==> config.mk <==
export PLATFORM = sky130hd
export DESIGN_NAME = sel_index_walker
export DESIGN_NICKNAME = d
export VERILOG_FILES = /design/src/rtl/sel_index_walker.sv
export SDC_FILE = /design/constraint.sdc
export NUM_CORES = 1
export LEC_CHECK = 0
export CAP_MARGIN = 20
export CELL_PAD_IN_SITES_DETAIL_PLACEMENT = 0
export CELL_PAD_IN_SITES_GLOBAL_PLACEMENT = 1
export CORE_ASPECT_RATIO = 0.7
export CORE_UTILIZATION = 35
export CTS_BUF_LIST = sky130_fd_sc_hd__clkbuf_8
export CTS_CLUSTER_DIAMETER = 30
export DETAILED_ROUTE_END_ITERATION = 10
export PLACE_DENSITY_LB_ADDON = 0.2
export SYNTH_ARGS = -nofsm -noshare
export SYNTH_HDL_FRONTEND = slang
export SYNTH_SLANG_ARGS = --single-unit
==> constraint.sdc <==
create_clock -name clk -period 2.9 [get_ports clk]
set_input_delay 0.435 -clock clk [delete_from_list [all_inputs] [get_ports clk]]
set_output_delay 0.435 -clock clk [all_outputs]
set_load 0.03 [all_outputs]
==> src/rtl/sel_index_walker.sv <==
// Walks a signed index over a held word, one element per out handshake, flagging indices outside 0..WIDTH-1.
// First element appears the cycle after the load; out_* hold while out_ready=0; SEL_WALK_BIT_EN registers out_bit=word[index].
module sel_index_walker #(
  parameter int WIDTH  = 44,
  parameter int IDX_W  = 8,
  parameter int OOBC_W = 8
) (
  input  logic              clk,
  input  logic              reset_l,
  input  logic              load_valid,
  output logic              load_ready,
  input  logic [WIDTH-1:0]  load_word,
  input  logic [IDX_W-1:0]  load_start,
  input  logic [IDX_W-1:0]  load_count,
  input  logic              load_down,
  output logic              out_valid,
  input  logic              out_ready,
  output logic [WIDTH-1:0]  out_word,
  output logic [IDX_W-1:0]  out_index,
  output logic              out_oob,
  output logic              out_last,
  output logic              out_bit,
  output logic [OOBC_W-1:0] oob_cnt
);

  typedef enum logic {IDLE = 1'b0, RUN = 1'b1} state_t;

  localparam logic signed [IDX_W:0] WIDTH_S = WIDTH[IDX_W:0];

  state_t              r_state;
  state_t              w_state_nxt;
  logic [WIDTH-1:0]    r_word;
  logic [IDX_W-1:0]    r_index;
  logic [IDX_W-1:0]    r_remaining;
  logic                r_down;
  logic [OOBC_W-1:0]   r_oob_cnt;

  logic                w_load_acc;
  logic                w_hs;
  logic                w_last;
  logic [IDX_W-1:0]    w_step_idx;
  logic [IDX_W-1:0]    w_nxt_idx;
  logic [WIDTH-1:0]    w_nxt_word;

  // Sign-extend by one bit so an index of e.g. -1 never aliases to a large unsigned value.
  function automatic logic f_oob(input logic [IDX_W-1:0] idx);
    logic signed [IDX_W:0] s;
    s = $signed({idx[IDX_W-1], idx});
    return (s < 0) || (s >= WIDTH_S);
  endfunction

  assign w_load_acc = load_valid && load_ready;
  assign w_hs       = out_valid && out_ready;
  assign w_last     = (r_remaining == {{(IDX_W-1){1'b0}}, 1'b1});
  assign w_step_idx = r_down ? (r_index - 1'b1) : (r_index + 1'b1);

  always_comb begin
    w_nxt_idx  = r_index;
    w_nxt_word = r_word;
    if (w_load_acc) begin
      w_nxt_idx  = load_start;
      w_nxt_word = load_word;
    end else if (w_hs && !w_last) begin
      w_nxt_idx  = w_step_idx;
    end
  end

  always_ff @(posedge clk or negedge reset_l) begin
    if (!reset_l) begin
      r_state <= IDLE;
    end else begin
      r_state <= w_state_nxt;
    end
  end

  always_comb begin
    w_state_nxt = r_state;
    case (r_state)
      IDLE: if (w_load_acc && (load_count != '0)) w_state_nxt = RUN;
      RUN:  if (w_hs && w_last) w_state_nxt = IDLE;
      default: w_state_nxt = IDLE;
    endcase
  end

  always_ff @(posedge clk or negedge reset_l) begin
    if (!reset_l) begin
      r_word      <= '0;
      r_index     <= '0;
      r_remaining <= '0;
      r_down      <= 1'b0;
      r_oob_cnt   <= '0;
    end else begin
      r_word  <= w_nxt_word;
      r_index <= w_nxt_idx;
      if (w_load_acc) begin
        r_remaining <= load_count;
        r_down      <= load_down;
        r_oob_cnt   <= '0;
      end else if (w_hs) begin
        if (!w_last) r_remaining <= r_remaining - 1'b1;
        if (out_oob && (r_oob_cnt != '1)) r_oob_cnt <= r_oob_cnt + 1'b1;
      end
    end
  end

`ifdef SEL_WALK_BIT_EN
  logic r_bit;

  function automatic logic f_bit(input logic [WIDTH-1:0] word, input logic [IDX_W-1:0] idx);
    logic [WIDTH-1:0] sh;
    sh = word >> idx;
    return f_oob(idx) ? 1'b0 : sh[0];
  endfunction

  always_ff @(posedge clk or negedge reset_l) begin
    if (!reset_l) begin
      r_bit <= 1'b0;
    end else begin
      r_bit <= f_bit(w_nxt_word, w_nxt_idx);
    end
  end

  assign out_bit = r_bit;
`else
  assign out_bit = 1'b0;
`endif

  assign load_ready = (r_state == IDLE);
  assign out_valid  = (r_state == RUN);
  assign out_word   = r_word;
  assign out_index  = r_index;
  assign out_oob    = f_oob(r_index);
  assign out_last   = (r_state == RUN) && w_last;
  assign oob_cnt    = r_oob_cnt;

endmodule
Yosys cells after proc, flatten, opt, wreduce, memory -nomap -nowiden
Cells that the tools add are included.

operators by class
  add/sub/neg operators = 4
  multipliers = 0
  divide/modulo/power cells = 0
  $lt $le $gt $ge = 2
  eq/ne operators = 3
  shifts and indexed selects = 0
  multiplexer cells = 12
  bitwise gates (word level) = 1
  reduce and logical (&&, ||, !) cells = 15

operator list
  cell                   count
  $mux W8                9
  $add A8 B1 Y8 const B  2
  $sub A8 B1 Y8 const B  2
  $eq A8 B1 Y1 const B   1
  $ge A8 B7 Y1 const B   1
  $lt A8 B1 Y1 const B   1
  $ne A8 B8 Y1 const B   1
  $reduce_bool A8 Y1     1
  $logic_and A1 B1 Y1    7
  $reduce_bool A2 Y1     3
  $reduce_and A2 Y1      2
  $mux W1                2
  $ne A2 B2 Y1 const B   1
  $pmux W1 S2            1
  $logic_not A1 Y1       1
  $logic_or A1 B1 Y1     1
  $not A1 Y1             1

storage, ports and cells
  bits in registers = 70
  bits in latches = 0
  RAM bits = 0
  bits in read-only memories = 0
  bits of input ports = 65
  output and inout bits = 65
  memories kept = 0

Longest topological paths before layout
Gate-level depths: netlist (run 1).

  word-level depth = 6
  gate-level depth with buffers = 8

Worst setup path before layout (run 1)
OpenSTA, ideal clock, no wires.

  kind = register -> register
  start point = reg r_index[1] (netlist: out_index[1])
  end point = reg r_index[7] (netlist: out_index[7])
  arrival = 1.830 ns
  required time = 2.774 ns
  slack = 0.944 ns
  stages on the path, launching flop included = 8
  buffers on the path = 0
  clock period less this slack = 1.956 ns
  cells stage by stage = dfrtp_1 ha_1 a211oi_1 o211ai_1 nand2_1 xnor2_1 a21o_1 a221o_1

on the way
  cells in the longest elaborated chain, start to end = 4

RTL lines
  element                                         line  text
  from (decl)                                     33    logic [IDX_W-1:0] r_index;
  from (signal assigned)                          94    r_index <= w_nxt_idx;
  $add A8 B1 Y8 or $sub A8 B1 Y8 (tied branches)  55    assign w_step_idx = r_down ? (r_index - 1'b1) : (r_index + 1'b1);
  $mux W8 (*)                                     55
  $mux W8 (*)                                     63    end else if (w_hs && !w_last) begin
  $mux W8 (*)                                     60    if (w_load_acc) begin

Mark *: on every way between the ends. The rest lies on a longest branch, timed or not. The select of a mux whose other input is x is not followed.
A chain may end at the register's enable or synchronous reset.

Worst setup path in the final report (run 1)
  start point = reg r_remaining[4]
  end point = out out_last

on the way
  cells in the longest elaborated chain, start to end = 2

RTL lines
  element                 line  text
  from (decl)             34    logic [IDX_W-1:0] r_remaining;
  from (signal assigned)  96    r_remaining <= load_count;
  from (signal assigned)  100   if (!w_last) r_remaining <= r_remaining - 1'b1;
  $eq A8 B1 Y1            54    assign w_last = (r_remaining == {{(IDX_W-1){1'b0}}, 1'b1});
  $logic_and A1 B1 Y1     133   assign out_last = (r_state == RUN) && w_last;
  to (decl)               21    output logic out_last,

No other way between the ends.

==> metrics.txt, run 1 <==
Pre-Repair DR Iteration Count=4; I/O pins=130; power per cell area=about 1200 nW/µm²; post_cts resized=0; Seq cells post-synth=70; Worst VDD drop=0.000575 V; total track usage=a little under a fifth; TNS Setup=0 ps; drt drc=0; clock latency on the worst-skew pair=360 ps; Seq/Total Area, Yosys=53.1%; # diodes=0; Critical Path RT=2470 ps; Cell Area, Synth=3300 µm²; layout cells sized above 1=6.64%; # rows=29; min Tclk post-route=2630 ps; Post-CTS Hold Buffers=0; Longest Clk Path Bufs=2; largest net degree at the start of global routing=71; # Post-CTS Setup Buffers=0; outcome=complete, no violations; # clock sinks=70; Antenna Nets Post-Route=0; fin cells=621; Critical Path Fanout Max=9; Total Routed Length=8.50 mm; TritonCTS Buffers=9; Post-DP HPWL=5.88 mm; Synth top area share=53.1%; CP endpoint kind=output pin; most frequent cells in the layout=nand2_1 (147), clkdlybuf4s50_1 (127), dfrtp_1 (70); Core Region=approximately 9100 µm²; Tightest Hold Check Type=input port to async pin; Final Max Slew Viols=0; RSZ-0062 raised after global routing=false; routability congestion estimate=0.854; P_leak=2.26 nW; CP Class=flip-flop to output pin; initial antenna violation count=0; vias after detailed routing=about 2900; drt wl/cell=13.7 µm; crit share post-route=90.7%; CP Data Arrival Time=around 2200 ps; Total Power=about 0.0058 W; max_cap viols=0; Synth area leader=dfrtp_1; post-route cell area=approximately 4900 µm²; Placed Instances=605; buffers added on ports=128; net count after synthesis=440; Cell Area, Placed=between 4000 and 5000 µm²; # setup viols final=0; yosys warns=0; H-tree levels=3; routed vias/inst=roughly 4.7; Worst Max-Slew Pin Slew=between 900 and 1000 ps; full die area=between 9000 and 10000 µm²; asr flop ratio synth=100%; first-pass GRT wire length=approximately 14 mm; Starting DRT DRC Count=between 150 and 200; number of synthesized flops with an enable pin=0; Synth Flop Type=dfrtp_1; area of the multi-input gates=1450 µm²; CTS tree=done; Max Freq=0.380 GHz; Storage cell area=between 1500 and 2000 µm²; vias in the first global route=2801; # nets final=567; area delta synth->final=48.5%; Initial Util=36.2%; synth unique cells=46; final worst clock skew=12.5 ps; crit path launch type=flip-flop; die height=83.2 µm; Post-Synthesis Cells=365; Worst Hold Slack=273 ps; synth top area cells=dfrtp_1 (53%), nand2_1 (17%), ha_1 (3.4%); CTS root buf=clkbuf_8; average size of a mapped cell=9.04 µm²; global route total overflow=0; Filler Cell Count=828; clock-pin slew on the worst setup and hold paths=90 ps; Final Hold Violating Endpoints=0; chip width=118 µm; relative slew slack=39.0%; commonest non-fill, non-tap cell in the layout=nand2_1
==> worst max-delay path, cell delays in order, from the launching register on <==
cell and delay [ps]:
dfrtp_1 460, nor4_1 350, and3_1 210, and2_1 140
clkdlybuf4s50_1 670
==> layout make-up <==
cell class                 instances  share of cell area (%)
sequential                        70                    35.8
multi-input combinational        271                    29.5
inverter                           7                   0.536
tap                              124                    3.17
timing repair buffer             133                    26.8
clock buffer                      10                    2.81
clock inverter                     6                    1.40
==> per-stage QoR <==
stage	utilization [%]	setup slack, ps
2_1_floorplan	-	944
3_3_place_gp	51.5	648
3_5_place_dp	51.5	640
4_1_cts	53.8	230
5_1_grt	53.8	94.0
6_report	53.8	269
==> path summary, 6_finish.rpt <==
kind	start	endpoint	slack, ps	cells after the start
worst max-delay path	r_remaining[4]	out_last	270	4
worst max register to register	r_down	out_index[7]	830	7
worst min register to register	out_word[23]	out_word[23]	480	2
worst min-delay path	reset_l	out_word[16]	270	2
min in group clk	out_word[23]	out_word[23]	480	2
max in group asynchronous	reset_l	out_word[43]	2000	2
==> sequential cells by signal, indices dropped and copies added (netlist names) <==
register / count
r_remaining: 8
out_word: 44
r_down: 1
oob_cnt: 8
out_valid: 1
out_index: 8
==> synth_stat cells (6+ instances only) <==
master    number
nor2_1        21
dfrtp_1       70
nand3_1        7
a21oi_1        9
clkbuf_1       6
xor2_1         6
o21ai_1        6
inv_1          7
ha_1           9
o21ai_0        6
buf_1          6
nand2_1      148
==> report_power, final <==
part | switching, W | internal, W | leakage (nW) | total (W)
Clock | 0.000401 | 0.000426 | 0.103 | 0.000828
Sequential | 0.000364 | 0.00144 | 0.872 | 0.00180
Combinational | 0.00179 | 0.00133 | 1.28 | 0.00312
==> cell families after synthesis <==
family	share of synthesized area, %
simple gates	26.3
flops	53.1
compound gates	10.1
buf+inv	3.38
fa+ha+maj	4.02
xor+xnor	2.66
other cells	0.114
mux	0.304
==> metal layers <==
metal	GRT usage, %	share of wire [%]	vias to the layer above
met3	6.39	8.4	9
met1	27.2	49	1350
met4	5.71	1.1	0
met2	25.0	41	119
met5	0	0	-
li1	-	-	1460
No activity file was read; power rests on OpenSTA's default activity.
==> run 2: changes to the inputs <==
--- a/config.mk
+++ b/config.mk
@@ -13,7 +13,7 @@
 export CTS_BUF_LIST = sky130_fd_sc_hd__clkbuf_8
 export CTS_CLUSTER_DIAMETER = 30
 export DETAILED_ROUTE_END_ITERATION = 10
-export PLACE_DENSITY_LB_ADDON = 0.2
+export PLACE_DENSITY = 0.89
 export SYNTH_ARGS = -nofsm -noshare
 export SYNTH_HDL_FRONTEND = slang
 export SYNTH_SLANG_ARGS = --single-unit
==> metrics.txt, run 2 (synthesized netlist as in run 1, its figures left out) <==
Post-CTS Hold Buffers=0 (unchanged); commonest non-fill, non-tap cell in the layout=nand2_1; most frequent cells in the layout=nand2_1 (147), clkdlybuf4s50_1 (127), dfrtp_1 (70); # nets final=567 (unchanged); # diodes=0 (unchanged); total track usage=18.1% (-0.32 points); first-pass GRT wire length=14.3 mm (-0.34%); power per cell area=1200 nW/µm² (+2.5%); Final Max Slew Viols=0 (unchanged); Worst Max-Slew Pin Slew=773 ps (-141 ps); # clock sinks=70 (unchanged); Worst Hold Slack=159 ps (-115 ps); Final Hold Violating Endpoints=0 (unchanged); min Tclk post-route=2660 ps (+26.2 ps); CP Data Arrival Time=2220 ps (+20 ps); outcome=complete, no violations; TNS Setup=0 ps (unchanged); CTS tree=done; # rows=29 (unchanged); # Post-CTS Setup Buffers=0 (unchanged); drt wl/cell=13.6 µm (-0.40%); vias in the first global route=2904 (+3.7%); fin cells=621 (unchanged); crit share post-route=91.6% (+0.90 points); I/O pins=130 (unchanged); number of flip-flops in the largest register=44 (unchanged); Critical Path RT=2470 ps (about the same); routed vias/inst=4.73 (about the same); RSZ-0062 raised after global routing=false; initial antenna violation count=0 (unchanged); relative slew slack=48.4% (+9.4 points); final worst clock skew=9.73 ps (-2.78 ps); Critical Path Fanout Max=9 (unchanged); post-route cell area=4970 µm² (+1.4%); Placed Instances=605 (unchanged); routability congestion estimate=0.801 (-6.2%); Cell Area, Placed=4700 µm² (+0.27%); area delta synth->final=50.6%; CP endpoint kind=output pin; max_cap viols=0 (unchanged); Pre-Repair DR Iteration Count=4 (unchanged); Antenna Nets Post-Route=0 (unchanged); Filler Cell Count=825 (-0.36%); H-tree levels=3 (unchanged); Max Freq=0.376 GHz (-0.99%); global route total overflow=0 (unchanged); # setup viols final=0 (unchanged); post_cts resized=0 (unchanged); TritonCTS Buffers=9 (unchanged); clock-pin slew on the worst setup and hold paths=80 ps (about the same); final core occ=54.5% (+0.74 points); buffers added on ports=128 (unchanged); Total Routed Length=8.47 mm (-0.40%); clock latency on the worst-skew pair=340 ps (-20 ps); Initial Util=36.2% (unchanged); Starting DRT DRC Count=167 (-7.7%); Post-DP HPWL=6.01 mm (+2.3%); Core Region=9110 µm² (unchanged); Tightest Hold Check Type=input port to async pin; crit path launch type=flip-flop; Longest Clk Path Bufs=2 (unchanged); R2R Setup Slk=840 ps (about the same); full die area=9820 µm² (unchanged); die height=83.2 µm (unchanged); chip width=118 µm (unchanged); CTS root buf=clkbuf_8; CP Class=flip-flop to output pin; drt drc=0 (unchanged); largest net degree at the start of global routing=42 (-41%); layout cells sized above 1=6.44% (-0.20 points); vias after detailed routing=2940 (+0.068%); Worst VDD drop=0.000788 V (+37%); P_leak=2.29 nW (+1.6%)
run 2: changes by cell type in the layout (fill, tap and decap cells not counted):
cell	delta
buf_4	-1
bufinv_16	+3
buf_12	+1
clkinvlp_4	-1
inv_1	+1
inv_6	-2
clkbuf_8	-1
run 2: path summary, 6_finish.rpt:
| path | from | cells past startpoint | end |
|---|---|---|---|
| worst max-delay path | r_remaining[4] | 4 | out_last |
| worst min-delay path | reset_l | 1 | out_word[23] |
| worst max register to register | r_down | 7 | out_index[7] |
| worst min register to register | out_word[19] | 2 | out_word[19] |
| max in group asynchronous | reset_l | 2 | out_index[7] |
| min in group clk | out_word[19] | 2 | out_word[19] |
run 2: layout make-up:
class / instances / area [µm²] / area share [%]
flip-flops and latches: 70 / 1750 / 35.3
multi-input cells: 271 / 1450 / 29.1
repair buffers: 133 / 1330 / 26.7
well taps: 124 / 155 / 3.12
clock inverters: 7 / 138 / 2.77
clock buffers: 9 / 124 / 2.49
inverters: 7 / 26.3 / 0.529
run 2: power breakdown:
group	total (W)	internal [W]	switching [W]
combinational	0.00314	0.00133	0.00180
sequential	0.00181	0.00144	0.000365
clock	0.00103	0.000655	0.000377
total	0.00598	0.00343	0.00255
run 2: critical path: stages (launching register included):
cell	delay, ps
dfrtp_1	460
nor4_1	400
and3_1	230
and2_1	120
clkdlybuf4s50_1	660
run 2: metal layers:
layer	up-vias	wire (µm)	track usage (%)	share of wire (%)
met5	-	0	0	0
met4	0	79	4.55	0.93
met3	9	683	6.11	8.1
met2	118	3490	25.5	41
met1	1351	4220	26.4	50
li1	1462	-	-	-
run 2: stage by stage:
step	setup slack [ps]	total power, W
after floorplan	944	0.00373
after CTS	213	0.00604
after detailed placement	612	0.00495
final	242	0.00598
after global routing	138	0.00638
after global placement	659	0.00490
